===== config.mk =====
export PLATFORM = sky130hd
export DESIGN_NAME = regex_pc_fifo
export DESIGN_NICKNAME = d
export VERILOG_FILES = /design/src/rtl/regex_pc_fifo_pkg.sv /design/src/rtl/cc_occupancy_counter.sv /design/src/rtl/regex_pc_fifo.sv
export SDC_FILE = /design/constraint.sdc
export NUM_CORES = 1
export LEC_CHECK = 0
export ABC_AREA = 1
export BUFFER_PORTS_ARGS = -buffer_cell sky130_fd_sc_hd__buf_2
export CAP_MARGIN = 20
export CORE_ASPECT_RATIO = 1.5
export CORE_MARGIN = 10
export CORE_UTILIZATION = 61
export CTS_CLUSTER_SIZE = 25
export DETAILED_ROUTE_END_ITERATION = 10
export GPL_TIMING_DRIVEN = 0
export PLACE_DENSITY = 0.8
export SLEW_MARGIN = 20
export SYNTH_ARGS = -nofsm -noshare
export SYNTH_HDL_FRONTEND = slang
export SYNTH_HIERARCHICAL = 1
export SYNTH_SLANG_ARGS = --single-unit

===== constraint.sdc =====
create_clock -name clk -period 3.3 [get_ports clk]
set_input_delay 0.165 -clock clk [delete_from_list [all_inputs] [get_ports clk]]
set_output_delay 0.165 -clock clk [all_outputs]
set_load 0.005 [all_outputs]

===== src/rtl/regex_pc_fifo_pkg.sv =====
// Shared definitions for the regex PC FIFO: default widths and the stored entry layout.
package regex_pc_fifo_pkg;

    localparam int DEF_PC_WIDTH   = 9;
    localparam int DEF_CC_ID_BITS = 2;
    localparam int DEF_DEPTH_LOG2 = 4;

    // One pending thread: the character slot it belongs to and the PC to run next.
    typedef struct packed {
        logic [DEF_CC_ID_BITS-1:0] cc_id;
        logic [DEF_PC_WIDTH-1:0]   pc;
    } pc_entry_t;

endpackage


===== src/rtl/cc_occupancy_counter.sv =====
// Counts how many FIFO entries currently carry one particular character-slot id.
module cc_occupancy_counter #(
    parameter int CNT_WIDTH = 5
) (
    input  logic clk_i,
    input  logic rst_ni,
    input  logic flush_i,
    input  logic inc_i,
    input  logic dec_i,
    output logic nonzero_o
);

    logic [CNT_WIDTH-1:0] cnt_q, cnt_d;

    // Next count: flush clears, a push and a pop of the same slot cancel out.
    always_comb begin
        cnt_d = cnt_q;
        if (flush_i) begin
            cnt_d = '0;
        end else if (inc_i && !dec_i) begin
            cnt_d = cnt_q + CNT_WIDTH'(1);
        end else if (dec_i && !inc_i) begin
            cnt_d = cnt_q - CNT_WIDTH'(1);
        end
    end

    // Count register, cleared immediately by reset.
    always_ff @(posedge clk_i or negedge rst_ni) begin
        if (!rst_ni) begin
            cnt_q <= '0;
        end else begin
            cnt_q <= cnt_d;
        end
    end

    assign nonzero_o = (cnt_q != '0);

endmodule


===== src/rtl/regex_pc_fifo.sv =====
// Thread PC FIFO feeding regex_cpu: continuations from the CPU take priority over
// new seeds from the controller. Handshake: a transfer happens on a clock edge where
// valid and ready are both high; ready never depends on the same-side valid.
module regex_pc_fifo
    import regex_pc_fifo_pkg::*;
#(
    parameter int PC_WIDTH   = DEF_PC_WIDTH,
    parameter int CC_ID_BITS = DEF_CC_ID_BITS,
    parameter int DEPTH_LOG2 = DEF_DEPTH_LOG2
) (
    input  logic                        clk,
    input  logic                        rst,
    input  logic                        flush,
    input  logic                        seed_valid,
    input  logic [PC_WIDTH-1:0]         seed_pc,
    input  logic [CC_ID_BITS-1:0]       seed_cc_id,
    output logic                        seed_ready,
    input  logic                        cont_valid,
    input  logic [PC_WIDTH-1:0]         cont_pc,
    input  logic [CC_ID_BITS-1:0]       cont_cc_id,
    output logic                        cont_ready,
    output logic                        out_valid,
    output logic [PC_WIDTH-1:0]         out_pc,
    output logic [CC_ID_BITS-1:0]       out_cc_id,
    input  logic                        out_ready,
    output logic                        empty,
    output logic [DEPTH_LOG2:0]         count,
    output logic [(1<<CC_ID_BITS)-1:0]  pending_chars
);

    localparam int DEPTH  = 1 << DEPTH_LOG2;
    localparam int NUM_CC = 1 << CC_ID_BITS;
    localparam int EW     = CC_ID_BITS + PC_WIDTH;
    localparam logic [DEPTH_LOG2:0] FULL_COUNT = {1'b1, {DEPTH_LOG2{1'b0}}};

    logic [EW-1:0]         mem_q [DEPTH];
    logic [DEPTH_LOG2-1:0] wr_ptr_q, wr_ptr_d;
    logic [DEPTH_LOG2-1:0] rd_ptr_q, rd_ptr_d;
    logic [DEPTH_LOG2:0]   count_q, count_d;

    logic                  full;
    logic                  push_cont, push_seed, push, pop;
    logic [EW-1:0]         wr_entry;
    logic [EW-1:0]         head;
    logic [CC_ID_BITS-1:0] wr_cc_id;

    assign full       = (count_q == FULL_COUNT);
    assign empty      = (count_q == '0);
    assign out_valid  = !empty;
    assign count      = count_q;

    assign cont_ready = !full && !flush;
    assign seed_ready = !full && !cont_valid && !flush;

    assign push_cont  = cont_valid && cont_ready;
    assign push_seed  = seed_valid && seed_ready;
    assign push       = push_cont || push_seed;
    assign pop        = out_valid && out_ready && !flush;

    assign wr_entry   = push_cont ? {cont_cc_id, cont_pc} : {seed_cc_id, seed_pc};
    assign wr_cc_id   = wr_entry[EW-1:PC_WIDTH];
    assign head       = mem_q[rd_ptr_q];
    assign out_pc     = head[PC_WIDTH-1:0];
    assign out_cc_id  = head[EW-1:PC_WIDTH];

    // Pointer and occupancy next-state; flush overrides any transfer this cycle.
    always_comb begin
        wr_ptr_d = wr_ptr_q;
        rd_ptr_d = rd_ptr_q;
        count_d  = count_q;
        if (flush) begin
            wr_ptr_d = '0;
            rd_ptr_d = '0;
            count_d  = '0;
        end else begin
            if (push) wr_ptr_d = wr_ptr_q + DEPTH_LOG2'(1);
            if (pop)  rd_ptr_d = rd_ptr_q + DEPTH_LOG2'(1);
            if (push && !pop) count_d = count_q + (DEPTH_LOG2+1)'(1);
            if (pop && !push) count_d = count_q - (DEPTH_LOG2+1)'(1);
        end
    end

    // Pointer and count registers, cleared immediately by reset.
    always_ff @(posedge clk or negedge rst) begin
        if (!rst) begin
            wr_ptr_q <= '0;
            rd_ptr_q <= '0;
            count_q  <= '0;
        end else begin
            wr_ptr_q <= wr_ptr_d;
            rd_ptr_q <= rd_ptr_d;
            count_q  <= count_d;
        end
    end

    // Entry storage; contents are don't-care until written, so no reset.
    always_ff @(posedge clk) begin
        if (push) mem_q[wr_ptr_q] <= wr_entry;
    end

    // One occupancy counter per character slot drives its pending bit.
    for (genvar k = 0; k < NUM_CC; k++) begin : g_cc
        cc_occupancy_counter #(
            .CNT_WIDTH (DEPTH_LOG2 + 1)
        ) u_cc_cnt (
            .clk_i     (clk),
            .rst_ni    (rst),
            .flush_i   (flush),
            .inc_i     (push && (wr_cc_id == CC_ID_BITS'(k))),
            .dec_i     (pop && (out_cc_id == CC_ID_BITS'(k))),
            .nonzero_o (pending_chars[k])
        );
    end

endmodule


==> flow_summary_export.csv, run 1 <==
group,metric,value,unit
cts,cts-root-buf,"clkbuf_16",
critical_path,r2r_start,"count[1]",
cts,cts.clk_slew.worst_paths,0.07,ns
floorplanning,chipHeight,174,um
critical_path,reg2reg_slack,0.18,ns
critical_path,endpoint_kind,"flip-flop",
critical_path,cpMostUsedCell,"nand2_1",
critical_path,timing.critical_path.buf_inv,1,
placement,dp_hpwl,16400,um
power,power_frac_comb,33.0,%
critical_path,cp_slowest_stage_delay,0.47,ns
route,drt_iter0_markers,531,
timing,min_period_over_period,94.6,%
floorplanning,io_pins,52,
critical_path,cp_num_cells,17,
global_route,antenna_found_initial,0,
logic_synthesis,synth_ff_type,"edfxtp_1",
timing,worst_slew_pin_slew,1.16,ns
cts,cts.sinks,209,
logic_synthesis,synth_top_cell_area_share,54.7,%
final_layout,fin_area,10800,um^2
timing,period_minus_slack,3.12,ns
floorplanning,num_rows,56,
critical_path,reg2reg_depth,17,
power,p_sw,2740,uW
logic_synthesis,syn_inst,917,
final_layout,antenna_cells,0,
global_route,grt_start_max_net_pins,34,
floorplanning,fp.dieArea,21400,um^2
timing,fmax,320,MHz
logic_synthesis,synth_edf_count,176,
final_layout,drive_above_1_share,14.6,%
placement,preCtsSetupSlack,0.0577,ns
timing,fin_worst_skew,0.0121,ns
route,avgRoutedWirePerCell,19.8,um
logic_synthesis,synth.top_cells.by_area,"edfxtp_1, dfrtp_1, nand2_1",
route,viasPerCell,5.99,
critical_path,rr_endpoint,"g_cc[3].u_cc_cnt/cnt_q[4]",
run,maxCapViolCount,0,
logic_synthesis,synth_area,9670,um^2
logic_synthesis,synth.most_common_cell,"nand2_1",
timing,setup-violations-final,0,
global_route,grt_pass1_wl,37400,um
logic_synthesis,ys_top_cells_by_count,"nand2_1, edfxtp_1, nor2_1",
worst_hold_path,hp-class,"input pin to flip-flop",
power,p_int,4990,uW
power,switching_share,35.5,%
cts,cts_setup_buffers,0,
power,vdd_drop_max,0.000550,V
logic_synthesis,synth_top_area_cell,"edfxtp_1",
logic_synthesis,seq_area_frac_synth,63.2,%
power,power_density,718,nW/um^2
power,total_power,7730,uW
logic_synthesis,yosys_warnings,6,
floorplanning,die-width,123,um
critical_path,worstPathRequired,3.68,ns
critical_path,critPathKind,"flip-flop to flip-flop",
final_layout,nNetsFinal,1047,
cts,htreeDepth,1,
critical_path,cp.arrival,3.50,ns
final_layout,final_util,68.9,%
cts,cts_tree,"built",
logic_synthesis,ys_ff_latch,209,
critical_path,crit_slowest_cell,"fa_1",
global_route,track_usage,22.2,%
route,drc,0,
logic_synthesis,synth_cell_types,29,
timing,rsz0062_at_grt,"true",
final_layout,fillers,1113,
worst_hold_path,whs_path_depth,3,
floorplanning,initial_core_util,61.9,%
logic_synthesis,async_flop_share,15.8,%
timing,fin_ws,0.178,ns
power,p_clk_share,25.6,%
global_route,overflow,0,
critical_path,path_delay_family,"simple AND/OR/NAND/NOR gates",
timing,whs,0.0279,ns
cts,cts_buffers,18,
route,via_count,7207,
placement,place_area,10200,um^2
critical_path,cp-startpoint,"count[1]",
route,ant_nets,0,
final_layout,syn_to_final_growth,11.4,%
logic_synthesis,synth_nets,974,
status,status,"finished, final reports clean",
placement,place_congestion,0.923,
critical_path,crit_end,"g_cc[3].u_cc_cnt/cnt_q[4]",
timing,hold_viol_final,0,
cts,worstSkewPairLatency,0.49,ns
route,routed_wl,23800,um
logic_synthesis,syn_avg_cell_area,10.5,um^2
timing,relSlewSlack,22.1,%
placement,numPortBuffers,51,
cts,cts_max_path_buffers,3,
critical_path,crit_chain,"nor2_1 > nand3_1 > nand2_1 > inv_2 > nand2_2 > nand2_1 > o21ai_4 > nand2_1 > nor2_1 > nand2_2 > fa_1 > nand2_1 > nand2_1 > nand2_1 > nand2_1 > nand3_1 > nand2_1",
critical_path,crit_fanout,17,
timing,slew_violations,0,
power,power_frac_seq,41.3,%
global_route,first_global_vias,7184,
critical_path,worst_setup_path_start_kind,"flip-flop",
route,drt_first_pass_iters,7,
power,p_leak,0.00418,uW
floorplanning,core_area,15600,um^2
metal layers:
metal / GRT usage (%) / vias to the layer above / wire [um]
li1: - / 3358 / -
met1: 26.1 / 3389 / 8460
met2: 39.5 / 393 / 12500
met3: 3.15 / 67 / 2050
met4: 8.08 / 0 / 803
met5: 0 / - / 0
tightest hold or removal path: cells and delay by family:
kind,cells,cell delay [ns]
buffers and inverters,1,0.13
and+or+nand+nor,1,0.10
AOI/OAI and AO/OA,1,0.07
cell usage in the layout (no fill, tap or decap), types with 15 or more instances in the layout:
cell,count
nand2_1,184
nand3_1,65
o21ai_0,40
clkbuf_1,15
buf_2,61
o22ai_1,19
o21ai_1,50
nor2_1,119
clkbuf_16,19
dfrtp_1,33
inv_1,42
o211ai_1,34
ha_1,24
a21oi_1,25
edfxtp_1,176
cells by family after synthesis:
kind of cell | share of synthesized area [%]
adder cells (fa/ha/maj) | 4.14
AND/OR/NAND/NOR | 17.3
flip-flops | 63.2
buffers and inverters | 3.97
AO/OA/AOI/OAI | 10.8
XOR/XNOR | 0.543
power by group through the flow:
stage | logic [uW] | clock network [uW] | registers, uW
4_1_cts | 2540 | 1970 | 3190
6_report | 2560 | 1980 | 3200
3_3_place_gp | 2450 | 0 | 3240
2_1_floorplan | 1690 | 0 | 3210
5_1_grt | 2850 | 2080 | 3220
3_5_place_dp | 2510 | 0 | 3250
flip-flops by register name, indices dropped and copies added (netlist names):
register	count
count	5
g_cc.u_cc_cnt/cnt_q	20
mem_q	176
rd_ptr_q	4
wr_ptr_q	4
layout make-up:
type / instances / area [um^2] / area share, %
plain buffers: 34 / 178 / 1.65
clock inverters: 10 / 56.3 / 0.523
flip-flops and latches: 209 / 6110 / 56.7
multi-input cells: 619 / 3210 / 29.8
clock buffers: 21 / 483 / 4.48
repair buffers: 53 / 273 / 2.53
inverters: 55 / 206 / 1.92
well taps: 203 / 254 / 2.36
timing repair:
item                                    4_1_cts  5_1_grt
endpoints found under the setup margin        0        7
hold endpoints to repair                     33        0
hold buffers                                  1        0
resized for setup                             0        2
worst min path at each step:
| stage | start | endpoint | slack [ns] |
|---|---|---|---|
| global route | out_ready | rd_ptr_q[2] | 0.03 |
| CTS | out_ready | rd_ptr_q[2] | 0.02 |
| global placement | rst | g_cc[0].u_cc_cnt/cnt_q[0] | 0.29 |
| floorplan | rst | count[0] | -0.13 |
| finish | out_ready | rd_ptr_q[2] | 0.03 |
| detailed placement | rst | g_cc[0].u_cc_cnt/cnt_q[0] | 0.29 |
metrics by stage:
step,TNS (ns),instances
after CTS,0,1204
after global routing,-0.393,1204
final,0,1204
after global placement,-1.62,1171
after detailed placement,0,1172
after floorplan,0,917
Note: power is estimated with default switching activity, not from simulation.
==> run 2, diff against run 1 <==
CORE_UTILIZATION = 47   (was 61)
PLACE_DENSITY = default   (was 0.8)
==> flow_summary_export.csv, run 2 (synthesized netlist as in run 1, its figures left out) <==
group,metric,value,unit
power,vdd_drop_max,0.000435,V
power,power_density,740,nW/um^2
cts,htreeDepth,1,
timing,min_period_over_period,90.0,%
final_layout,largest_reg_flops,176,
critical_path,crit_fanout,10,
route,drc,0,
global_route,overflow,0,
floorplanning,die-width,137,um
floorplanning,chipHeight,196,um
floorplanning,core_area,20300,um^2
route,viasPerCell,5.48,
final_layout,fillers,1807,
cts,cts.sinks,209,
final_layout,layout_commonest_cell,"nand2_1",
final_layout,final_cells,1271,
route,avgRoutedWirePerCell,19.7,um
global_route,track_usage,18.7,%
final_layout,syn_to_final_growth,13.6,%
critical_path,worst_setup_path_start_kind,"flip-flop",
cts,cts_buffers,21,
final_layout,multi_input_area,3230,um^2
critical_path,cp.arrival,3.36,ns
placement,numPortBuffers,51,
global_route,grt_pass1_wl,38600,um
cts,cts_tree,"built",
route,drt_first_pass_iters,4,
final_layout,drive_above_1_share,15.8,%
timing,fin_worst_skew,0.00901,ns
route,routed_wl,25100,um
status,status,"finished, final reports clean",
critical_path,crit_slowest_cell,"dfrtp_1",
critical_path,critPathKind,"flip-flop to flip-flop",
final_layout,final_util,54.0,%
critical_path,worstPathRequired,3.69,ns
timing,slew_violations,0,
critical_path,cp_slowest_stage_delay,0.42,ns
cts,cts.clk_slew.worst_paths,0.06,ns
timing,relSlewSlack,27.4,%
timing,whs,0.0281,ns
final_layout,antenna_cells,0,
power,p_leak,0.00423,uW
global_route,antenna_found_initial,0,
final_layout,layout_common_cells,"nand2_1, edfxtp_1, nor2_1, nand3_1, buf_2",
critical_path,endpoint_kind,"flip-flop",
final_layout,nNetsFinal,1049,
floorplanning,fp.dieArea,26800,um^2
floorplanning,initial_core_util,47.5,%
cts,cts_max_path_buffers,3,
critical_path,timing.critical_path.buf_inv,3,
global_route,grt_start_max_net_pins,34,
route,via_count,6971,
final_layout,fin_area,11000,um^2
cts,cts_setup_buffers,0,
route,ant_nets,0,
cts,cts-root-buf,"clkbuf_16",
placement,place_congestion,0.844,
critical_path,path_delay_family,"simple AND/OR/NAND/NOR gates",
timing,hold_viol_final,0,
timing,setup-violations-final,0,
floorplanning,num_rows,64,
global_route,first_global_vias,7230,
placement,place_area,10300,um^2
worst_hold_path,hp-class,"input pin to flip-flop",
placement,dp_hpwl,17500,um
final_layout,seq_area,6110,um^2
critical_path,cpMostUsedCell,"nand3_1",
floorplanning,io_pins,52,
timing,fmax,337,MHz
final_layout,largest-register,"mem_q",
critical_path,crit_chain,"buf_4 > buf_4 > o21ai_0 > nand3_1 > nand2_1 > nand3_1 > nor2_1 > inv_1 > nand2_2 > ha_1 > a21oi_1 > nand3_1 > nand3_1 > nand2_1",
route,drt_iter0_markers,388,
placement,dp.cells,1232,
timing,period_minus_slack,2.97,ns
timing,fin_setup_tns,0,ns
timing,worst_slew_pin_slew,1.08,ns
cts,worstSkewPairLatency,0.50,ns
run,maxCapViolCount,0,
[run 2: metal layers]
layer	track usage, %	vias up	share of wire (%)
li1	-	3361	-
met1	19.5	3394	36
met2	36.0	161	56
met3	2.38	55	3.8
met4	7.79	0	3.8
met5	0	-	0
[run 2: final cells by class]
cell class | instances | area share [%]
Clock inverter | 11 | 1.03
Buffer | 34 | 1.62
Inverter | 55 | 1.88
Timing Repair Buffer | 52 | 2.41
Clock buffer | 27 | 4.99
Sequential cell | 209 | 55.6
Multi-Input combinational cell | 619 | 29.4
Tap cell | 264 | 3.01
[run 2: per-stage QoR]
step                      setup WS (ns)  total power (uW)
after floorplan                   0.580              4900
after global placement           -0.227              5810
after detailed placement         -0.343              5850
after CTS                         0.150              8180
after global routing           -0.00206              8580
final                             0.331              8130
[run 2: final timing paths]
path                                            from                         to  slack [ns]  cells past startpoint
setup / recovery                         rd_ptr_q[0]  g_cc[2].u_cc_cnt/cnt_q[3]        0.33                     14
hold / removal                             out_ready                rd_ptr_q[2]        0.03                      3
setup reg to reg                         rd_ptr_q[0]  g_cc[2].u_cc_cnt/cnt_q[3]        0.33                     14
hold reg to reg            g_cc[3].u_cc_cnt/cnt_q[4]  g_cc[3].u_cc_cnt/cnt_q[4]        0.53                      2
max in group asynchronous                        rst  g_cc[2].u_cc_cnt/cnt_q[2]        2.48                      2
min in group asynchronous                        rst  g_cc[0].u_cc_cnt/cnt_q[0]        0.30                      2
[run 2: what timing repair did]
item,in CTS,in global routing
setup endpoints to repair,7,7
hold buffers,1,0
endpoints found under the hold margin,33,0
resized for setup,1,6
[run 2: worst reg2reg max path, stage by stage (launching register included)]
cell,delay (ns)
dfrtp_1,0.42
buf_4,0.20
buf_4,0.20
o21ai_0,0.35
nand3_1,0.14
nand2_1,0.13
nand3_1,0.11
nor2_1,0.28
inv_1,0.13
nand2_2,0.20
ha_1,0.29
a21oi_1,0.20
nand3_1,0.09
nand3_1,0.09
nand2_1,0.05
[run 2: where the power goes]
group	switching, uW	total [uW]	internal, uW	leakage [uW]
clock	995	2330	1340	0.000322
sequential	138	3190	3050	0.00203
combinational	1720	2600	879	0.00187
